### config.mk
export PLATFORM = sky130hd
export DESIGN_NAME = mem_arbiter_flat
export DESIGN_NICKNAME = d
export VERILOG_FILES = /design/src/rtl/mem_pkg.sv /design/src/rtl/mem_arbiter_if.sv /design/src/rtl/rr_pick2.sv /design/src/rtl/mem_arbiter.sv /design/src/flat_wrapper.sv
export SDC_FILE = /design/constraint.sdc
export NUM_CORES = 1
export LEC_CHECK = 0
export BUFFER_PORTS_ARGS = -buffer_cell sky130_fd_sc_hd__buf_2
export CAP_MARGIN = 20
export CORE_MARGIN = 1.5
export CORE_UTILIZATION = 45
export CTS_CLUSTER_SIZE = 28
export DETAILED_ROUTE_END_ITERATION = 10
export PLACE_DENSITY_LB_ADDON = 0.1
export SETUP_SLACK_MARGIN = 0.1
export SYNTH_ARGS = -nofsm -noshare
export SYNTH_HDL_FRONTEND = slang
export SYNTH_HIERARCHICAL = 1
export SYNTH_SLANG_ARGS = --single-unit
### constraint.sdc
create_clock -name clk -period 2.64 [get_ports clk]
set_input_delay 0.396 -clock clk [delete_from_list [all_inputs] [get_ports clk]]
set_output_delay 0.396 -clock clk [all_outputs]
set_load 0.005 [all_outputs]
### src/rtl/mem_pkg.sv
// ---------------------------------------------------------------------------
// mem_pkg
// Shared constants and types for the two-requester memory arbiter.
//   ADDR_W / DATA_W  : request/memory address and data word widths
//   MEM_DEPTH        : number of valid memory words (0..MEM_DEPTH-1)
//   arb_state_t      : arbiter FSM states
//   REQ_FETCH/LOAD   : bit index of each requester in req/gnt/rvalid
// ---------------------------------------------------------------------------
package mem_pkg;

    localparam int ADDR_W    = 32;
    localparam int DATA_W    = 32;
    localparam int MEM_DEPTH = 128;

    typedef enum logic {
        IDLE = 1'b0,
        BUSY = 1'b1
    } arb_state_t;

    localparam int REQ_FETCH = 0;
    localparam int REQ_LOAD  = 1;

endpackage

### src/rtl/mem_arbiter_if.sv
// ---------------------------------------------------------------------------
// mem_arbiter_if
// Bundles the requester handshake and the memory read port of the arbiter.
//   req[1:0]      requester -> arbiter  read request, held until gnt
//   addr0/addr1   requester -> arbiter  word address per requester
//   gnt[1:0]      arbiter -> requester  one-hot accept pulse
//   rvalid[1:0]   arbiter -> requester  one-hot read-data-valid pulse
//   rdata         arbiter -> requester  last read word
//   err           arbiter -> requester  out-of-range flag with rvalid
//   mem_addr      arbiter -> memory     read address
//   mem_data      memory  -> arbiter    combinational read data
// Modports: slave = arbiter side, master = requester/memory side.
// ---------------------------------------------------------------------------
import mem_pkg::*;

interface mem_arbiter_if;

    logic [1:0]        req;
    logic [ADDR_W-1:0] addr0;
    logic [ADDR_W-1:0] addr1;
    logic [1:0]        gnt;
    logic [1:0]        rvalid;
    logic [DATA_W-1:0] rdata;
    logic              err;
    logic [ADDR_W-1:0] mem_addr;
    logic [DATA_W-1:0] mem_data;

    modport slave (
        input  req, addr0, addr1, mem_data,
        output gnt, rvalid, rdata, err, mem_addr
    );

    modport master (
        output req, addr0, addr1, mem_data,
        input  gnt, rvalid, rdata, err, mem_addr
    );

endinterface

### src/rtl/rr_pick2.sv
// ---------------------------------------------------------------------------
// rr_pick2
// Combinational two-way round-robin picker.
//   i_req[1:0]  : pending requests
//   i_rr_last   : index of the requester that won most recently
//   o_win[1:0]  : one-hot winner (zero when nothing is requested)
// A lone requester always wins; on a tie the requester that did not win
// last time is chosen, so a continuously held pair alternates.
// ---------------------------------------------------------------------------
module rr_pick2 (
    input  logic [1:0] i_req,
    input  logic       i_rr_last,
    output logic [1:0] o_win
);

    // Tie-break favours the requester other than the previous winner.
    always_comb begin
        o_win = 2'b00;
        case (i_req)
            2'b01:   o_win = 2'b01;
            2'b10:   o_win = 2'b10;
            2'b11:   o_win = i_rr_last ? 2'b01 : 2'b10;
            default: o_win = 2'b00;
        endcase
    end

endmodule

### src/rtl/mem_arbiter.sv
// ---------------------------------------------------------------------------
// mem_arbiter
// Round-robin arbiter placing a fetch requester (0) and a load requester (1)
// in front of a single combinational memory read port. One access is issued
// at most every two cycles: accept (IDLE) then capture (BUSY).
//   clk       : clock, all state changes on the rising edge
//   rst       : asynchronous active-high reset
//   arb_bus   : mem_arbiter_if.slave (req/addr in, gnt/rvalid/rdata/err out,
//               mem_addr out, mem_data in)
// Optional feature macro MEM_ARB_BOUNDS_EN: addresses >= MEM_DEPTH are
// flagged on accept, the memory is driven with address 0, and the reply
// carries rdata=0 with err=1. Without the macro addresses pass through
// unmodified and err is tied low.
// ---------------------------------------------------------------------------
import mem_pkg::*;

module mem_arbiter (
    input  logic           clk,
    input  logic           rst,
    mem_arbiter_if.slave   arb_bus
);

    arb_state_t        r_state;
    logic [1:0]        r_gnt;
    logic [1:0]        r_rvalid;
    logic [1:0]        r_win;
    logic              r_rrLast;
    logic              r_oob;
    logic [DATA_W-1:0] r_rdata;
    logic [ADDR_W-1:0] r_memAddr;

    logic [1:0]        w_win;
    logic [ADDR_W-1:0] w_addrSel;
    logic              w_oob;

    rr_pick2 u_pick (
        .i_req     (arb_bus.req),
        .i_rr_last (r_rrLast),
        .o_win     (w_win)
    );

    assign w_addrSel = w_win[REQ_LOAD] ? arb_bus.addr1 : arb_bus.addr0;

`ifdef MEM_ARB_BOUNDS_EN
    assign w_oob = (w_addrSel >= ADDR_W'(MEM_DEPTH));
`else
    assign w_oob = 1'b0;
`endif

    // Two-state access engine. IDLE accepts a request and latches the
    // address; BUSY captures the memory word one cycle later. Requests seen
    // while BUSY are ignored, and mem_addr only moves on a new accept.
    always_ff @(posedge clk or posedge rst) begin
        if (rst) begin
            r_state   <= IDLE;
            r_gnt     <= 2'b00;
            r_rvalid  <= 2'b00;
            r_win     <= 2'b00;
            r_rrLast  <= 1'b1;
            r_oob     <= 1'b0;
            r_rdata   <= '0;
            r_memAddr <= '0;
        end else begin
            case (r_state)
                IDLE: begin
                    r_rvalid <= 2'b00;
                    if (|arb_bus.req) begin
                        r_gnt     <= w_win;
                        r_win     <= w_win;
                        r_rrLast  <= w_win[REQ_LOAD];
                        r_oob     <= w_oob;
                        r_memAddr <= w_oob ? '0 : w_addrSel;
                        r_state   <= BUSY;
                    end else begin
                        r_gnt <= 2'b00;
                    end
                end
                BUSY: begin
                    r_gnt    <= 2'b00;
                    r_rvalid <= r_win;
                    r_rdata  <= r_oob ? '0 : arb_bus.mem_data;
                    r_state  <= IDLE;
                end
                default: begin
                    r_gnt    <= 2'b00;
                    r_rvalid <= 2'b00;
                    r_state  <= IDLE;
                end
            endcase
        end
    end

`ifdef MEM_ARB_BOUNDS_EN
    logic r_err;

    // Error pulse rides alongside rvalid for an out-of-range access.
    always_ff @(posedge clk or posedge rst) begin
        if (rst) begin
            r_err <= 1'b0;
        end else begin
            r_err <= (r_state == BUSY) ? r_oob : 1'b0;
        end
    end

    assign arb_bus.err = r_err;
`else
    assign arb_bus.err = 1'b0;
`endif

    assign arb_bus.gnt      = r_gnt;
    assign arb_bus.rvalid   = r_rvalid;
    assign arb_bus.rdata    = r_rdata;
    assign arb_bus.mem_addr = r_memAddr;

endmodule

### src/flat_wrapper.sv
// flat-port wrapper written by rule: the top's interface ports become plain ports
module mem_arbiter_flat 
  (clk, rst, arb_bus_req, arb_bus_addr0, arb_bus_addr1, arb_bus_mem_data, arb_bus_gnt, arb_bus_rvalid, arb_bus_rdata, arb_bus_err, arb_bus_mem_addr);
  mem_arbiter_if arb_bus_i ();
  input  logic clk;
  input  logic rst;
  input wire logic [$bits(arb_bus_i.req)-1:0] arb_bus_req;
  input wire logic [$bits(arb_bus_i.addr0)-1:0] arb_bus_addr0;
  input wire logic [$bits(arb_bus_i.addr1)-1:0] arb_bus_addr1;
  input wire logic [$bits(arb_bus_i.mem_data)-1:0] arb_bus_mem_data;
  output wire logic [$bits(arb_bus_i.gnt)-1:0] arb_bus_gnt;
  output wire logic [$bits(arb_bus_i.rvalid)-1:0] arb_bus_rvalid;
  output wire logic [$bits(arb_bus_i.rdata)-1:0] arb_bus_rdata;
  output wire logic [$bits(arb_bus_i.err)-1:0] arb_bus_err;
  output wire logic [$bits(arb_bus_i.mem_addr)-1:0] arb_bus_mem_addr;
  assign arb_bus_i.req = arb_bus_req;
  assign arb_bus_i.addr0 = arb_bus_addr0;
  assign arb_bus_i.addr1 = arb_bus_addr1;
  assign arb_bus_i.mem_data = arb_bus_mem_data;
  assign arb_bus_gnt = arb_bus_i.gnt;
  assign arb_bus_rvalid = arb_bus_i.rvalid;
  assign arb_bus_rdata = arb_bus_i.rdata;
  assign arb_bus_err = arb_bus_i.err;
  assign arb_bus_mem_addr = arb_bus_i.mem_addr;
  mem_arbiter u_core (.clk(clk), .rst(rst), .arb_bus(arb_bus_i));
endmodule
# Yosys cells after proc, flatten, opt, wreduce, memory -nomap -nowiden
# Cells that the tools add are included.
# Widths: inputs -> output; s select.
dict set report totals {
  input_bits 100
  reg_bits 72
  word_cells 21
}
dict set report classes {
  n_mux 8
  eq_ne 3
  bitwise 1
  n_reduce_logical 2
}
# operator n
set ops {}
lappend ops {{$mux 32} 1}
lappend ops {{$pmux 2 s2} 2}
lappend ops {{$pmux 2 s3} 1}
lappend ops {{$eq 2x2->1 const B} 2}
lappend ops {{$mux 2} 2}
lappend ops {{$eq 2x1->1 const B} 1}
lappend ops {{$pmux 1 s2} 1}
lappend ops {{$reduce_and 2->1} 1}
lappend ops {{$reduce_or 2->1} 1}
lappend ops {{$mux 1} 1}
lappend ops {{$not 1->1} 1}

# Logic depth before layout (Yosys ltp)
dict set report depth {
  ltp_word 4
  mapped_depth 5
  mapped_depth_nobuf 3
}

# Hierarchy
# The synthesis kept the hierarchy.
# module area_per_inst_um2 cells_per_inst n_inst seq_area_each_um2
set by_module_without_submodules {}
lappend by_module_without_submodules {mem_arbiter 3144.3 191 1 1803.0}
lappend by_module_without_submodules {rr_pick2 18.8 3 1 0.0}

# Least setup slack after synthesis
# No wires, ideal clock.
dict set report synth_timing {
  kind {input to register}
  from {input port arb_bus_req[1]}
  to {register u_core.r_memAddr[23], in the netlist u_core/arb_bus.mem_addr[23]}
  cell_stages 5
  path_slack_ns 0.983
  path_buffers 2
  setup_ns 0.125
  arrival_time_ns 1.532
  cell_sequence {a21boi_0 -> buf_6 -> buf_2 -> mux2_2 -> mux2_4}
}
dict set report synth_via {
  elab_chain_cells 3
  word_cells_on_any_way 7
  classes_between {eq/ne: 3; mux: 2; reduce/logical: 2}
}
# element line_no
set synth_rtl {}
lappend synth_rtl {{start, declared} flat_wrapper.sv:7} ;# input wire logic [$bits(arb_bus_i.req)-1:0] arb_bus_req;
lappend synth_rtl {{$eq 2x2->1 or $eq 2x1->1 (tied branches)} rr_pick2.sv:19} ;# case (i_req)
lappend synth_rtl {{$pmux 2 s3} rr_pick2.sv:19}
lappend synth_rtl {{$mux 32} mem_arbiter.sv:42} ;# assign w_addrSel = w_win[REQ_LOAD] ? arb_bus.addr1 : arb_bus.addr0;
lappend synth_rtl {{end signal, assigned} mem_arbiter.sv:72} ;# r_memAddr <= w_oob ? '0 : w_addrSel;
lappend synth_rtl {{end, declared} mem_arbiter.sv:30} ;# logic [ADDR_W-1:0] r_memAddr;
# Parallel ways exist; a longest one is shown, timed or not.
# A chain may end at the register's enable or synchronous reset.

# Worst setup path after layout
dict set report layout_timing {
  from {register u_core.r_rrLast}
  to {register u_core.r_memAddr[9], in the netlist u_core/arb_bus.mem_addr[9]}
}
dict set report layout_via {
  elab_chain_cells 3
}
# element line_no
set layout_rtl {}
lappend layout_rtl {{start, declared} mem_arbiter.sv:27} ;# logic r_rrLast;
lappend layout_rtl {{start signal, assigned} mem_arbiter.sv:70} ;# r_rrLast <= w_win[REQ_LOAD];
lappend layout_rtl {{$mux 2} rr_pick2.sv:22} ;# 2'b11: o_win = i_rr_last ? 2'b01 : 2'b10;
lappend layout_rtl {{$pmux 2 s3} rr_pick2.sv:19}
lappend layout_rtl {{net u_core.w_win[1]} mem_arbiter.sv:32} ;# logic [1:0] w_win;
lappend layout_rtl {{$mux 32} mem_arbiter.sv:42}
# The timed path passes the listed nets, and every way through them passes these cells.

==> summary.txt <==
Detailed routing
  – Final ANT Viol Nets: 0
  – Routed vias/inst: about 4.6
  – DR DRC count: 0
  – Final WL: 6600 um
  – Drt first pass iters: 3
  – Via count: approximately 2.1k
  – First DRT Iteration DRCs: 46
  – DR WL/cell: roughly 14 um

Die
  – Starting density of the core: 0.466
  – Die area: about 7500 um^2
  – Site Rows: 30
  – CORE AREA: approximately 6800 um^2
  – Die H: 86.8 um
  – Top-level port count: ~170
  – Die width: between 80 and 90 um

Global route
  – Met3 usage: 0.0352
  – Total GRT Usage: 0.180
  – Antenna violations before repair: 0
  – Vias in the first global route: 2094
  – Total gr overflow: 0
  – First-pass GRT wire length: 10300 um
  – Most used routing layer in global routing: met2
  – Met2 Resource Use GR: 0.293
  – Grt met1 use: 0.233
  – Largest net degree at the start of global routing: 64

Pwr
  – P_leak: roughly 2.1 nW
  – Overall Power: around 3 mW
  – Pwr dens: 722 nW/um^2
  – Peak VDD IR: 307 uV

CTS
  – CTS tree: built
  – CTS buffer count: 9
  – CTS Sinks: 72
  – Total setup buffers inserted after CTS: 0
  – Max clock buf depth: 2
  – Worst skew pair latency: ~0.33 ns
  – Clock slew at reported path FFs: approximately 0.08 ns
  – Number of H-tree levels: 3
  – Clk root buf: clkbuf_8

Hold path
  – Hold_sp: arb_bus_mem_data[11]
  – Min-Delay Endpoint: u_core/arb_bus.rdata[11]$_DFFE_PP0P_
  – Worst hold path class: in -> reg
  – Hold Path Stages: 2

Yosys
  – Post-synth cell types: 14
  – Synth area leaders: dfrtp_1 56%, mux2_2 29%, mux2_4 8.1%
  – Post-synth top area share: 0.562
  – Synthesized area: between 3000 and 4000 um^2
  – Ys Warns: 6
  – Syn_nets: slightly below 300
  – Seq cells post-synth: between 70 and 80
  – Register area share after synthesis: 0.570
  – Cells after Synth: around 190
  – Cell taking the most area after synthesis: dfrtp_1
  – Avg Cell Area, Syn: ~16 um^2

Worst setup path
  – Worst EP arrival: between 2 and 2.5 ns
  – Crit-path cells: a21boi_4, buf_4, mux2_2, mux2_2
  – Critical path endpoint category: flop
  – Worst reg2reg path endpoint: u_core/arb_bus.mem_addr[9]$_DFFE_PP0P_
  – FF-to-FF setup slack: between 0.8 and 0.9 ns
  – CP startpoint kind: flop
  – Req. time, crit path: roughly 2.9 ns
  – Critical path class: reg -> reg
  – Worst R2R Path Depth: 4
  – Highest-delay cell along the critical path: a21boi_4
  – Peak per-stage delay on the critical path: about 0.41 ns
  – FF-to-FF Start: u_core/r_rrLast$_DFFE_PP1P_
  – Cell mode on critical path: mux2_2
  – CP max FO: 15

Timing
  – Fin. max-slew vios: 0
  – Final hold vios: 0
  – RSZ-0062 raised after global routing: no
  – Tcrit/Tclk final: 0.691
  – Worst slew pin tran: 0.688 ns
  – Clock Skews: 0.00849 ns
  – Fin Setup TNS: 0 ns
  – Highest clock rate: 548 MHz
  – Endpoints failing setup: 0
  – Minimum clock period: around 1.8 ns
  – Slew headroom: 0.541

Placement
  – Port Buffers: 167
  – Placer Congestion: around 0.7
  – Dpl hpwl: between 4000 and 5000 um
  – Dpl cells: 448

Outcome
  – Status: complete, no violations

Finish
  – Antenna Cells: 0
  – Nets: ~460
  – Area added between synthesis and finish: 34.9%
  – Post-Layout Cell Count: ~470
  – Share of cells above drive strength 1: 0.780
  – # fillers: 546

Run
  – Max-Cap Viols: 0
[layout by cell type, fill, tap and decap left out]
cell	count
o21ba_4	1
mux2_4	17
buf_4	3
clkinv_2	2
conb_1	1
clkbuf_8	11
inv_1	1
inv_2	1
and2_1	4
dfrtp_1	71
a21boi_1	1
dfstp_2	1
mux2_2	82
a21boi_4	1
buf_2	167
buf_12	1
dlygate4sd3_1	1
bufinv_16	1
clkbuf_1	2
[timing repair]
item	in CTS	in global routing
resized for setup	0	0
endpoints found under the hold margin	9	0
hold buffers	1	0
[worst max-delay path: cells and delay by family, from the launching register on]
| kind | cells | cell delay (ns) |
|---|---|---|
| buffers and inverters | 1 | 0.30 |
| DFF | 1 | 0.39 |
| AOI/OAI and AO/OA | 1 | 0.41 |
| muxes | 2 | 0.62 |
[metrics by stage]
step	hold slack [ns]	worst slack, ns	area (um^2)	util
2_1_floorplan	0.459	0.421	3160	-
3_3_place_gp	0.330	0.682	4060	0.597
3_5_place_dp	0.333	0.645	4060	0.597
4_1_cts	0.275	0.802	4270	0.628
5_1_grt	0.279	0.718	4270	0.628
6_report	0.291	0.816	4270	0.628
[report_power, final]
part           total (mW)  switching, mW  internal, mW
sequential           1.44          0.108          1.33
clock               0.864          0.378         0.486
combinational       0.783          0.295         0.488
[routing by layer]
| layer | wire (um) | vias up |
|---|---|---|
| met1 | 2830 | 1020 |
| met4 | 91 | 0 |
| met2 | 3260 | 93 |
| met5 | 0 | - |
| met3 | 418 | 10 |
| li1 | - | 1022 |
[Yosys cell counts (all sizes together)]
cell type and n:
dfstp 1, and2 4, o21ba 1, mux2 99
buf 13, inv 2, conb 1, dfrtp 71
a21boi 2
[kinds of logic after synthesis]
family	count (synthesis)	share of synthesized area
buffers and inverters	15	0.0384
flip-flops	72	0.570
other	1	0.00119
multiplexers	99	0.373
AND/OR/NAND/NOR	4	0.00791
AO/OA/AOI/OAI	3	0.00989
[how the worst max path moves through the flow]
| stage | start | slack [ns] | endpoint |
|---|---|---|---|
| 2_1_floorplan | rst | 0.42 | u_core/arb_bus.gnt[0]$_DFF_PP0_ |
| 3_3_place_gp | arb_bus_req[1] | 0.68 | u_core/arb_bus.mem_addr[5]$_DFFE_PP0P_ |
| 3_5_place_dp | arb_bus_req[1] | 0.64 | u_core/arb_bus.mem_addr[9]$_DFFE_PP0P_ |
| 4_1_cts | u_core/r_rrLast$_DFFE_PP1P_ | 0.80 | u_core/arb_bus.mem_addr[9]$_DFFE_PP0P_ |
| 5_1_grt | u_core/r_rrLast$_DFFE_PP1P_ | 0.72 | u_core/arb_bus.mem_addr[14]$_DFFE_PP0P_ |
| 6_report | u_core/r_rrLast$_DFFE_PP1P_ | 0.82 | u_core/arb_bus.mem_addr[9]$_DFFE_PP0P_ |
[registers in the layout (all words and copies together) (netlist names)]
signal,flops
u_core/r_state,1
u_core/arb_bus.mem_addr,32
u_core/arb_bus.rdata,32
u_core/arb_bus.rvalid,2
u_core/r_rrLast,1
u_core/arb_bus.gnt,2
u_core/r_win,2
[layout make-up]
cell class / count / area [um^2] / share of cell area
sequential: 72 / 1800 / 0.422
multi-input combinational: 107 / 1250 / 0.293
timing repair buffer: 172 / 888 / 0.208
clock buffer: 13 / 159 / 0.0372
tap: 96 / 120 / 0.0281
clock inverter: 3 / 40.0 / 0.00938
inverter: 2 / 7.51 / 0.00176
No activity file was read; power rests on OpenSTA's default activity.
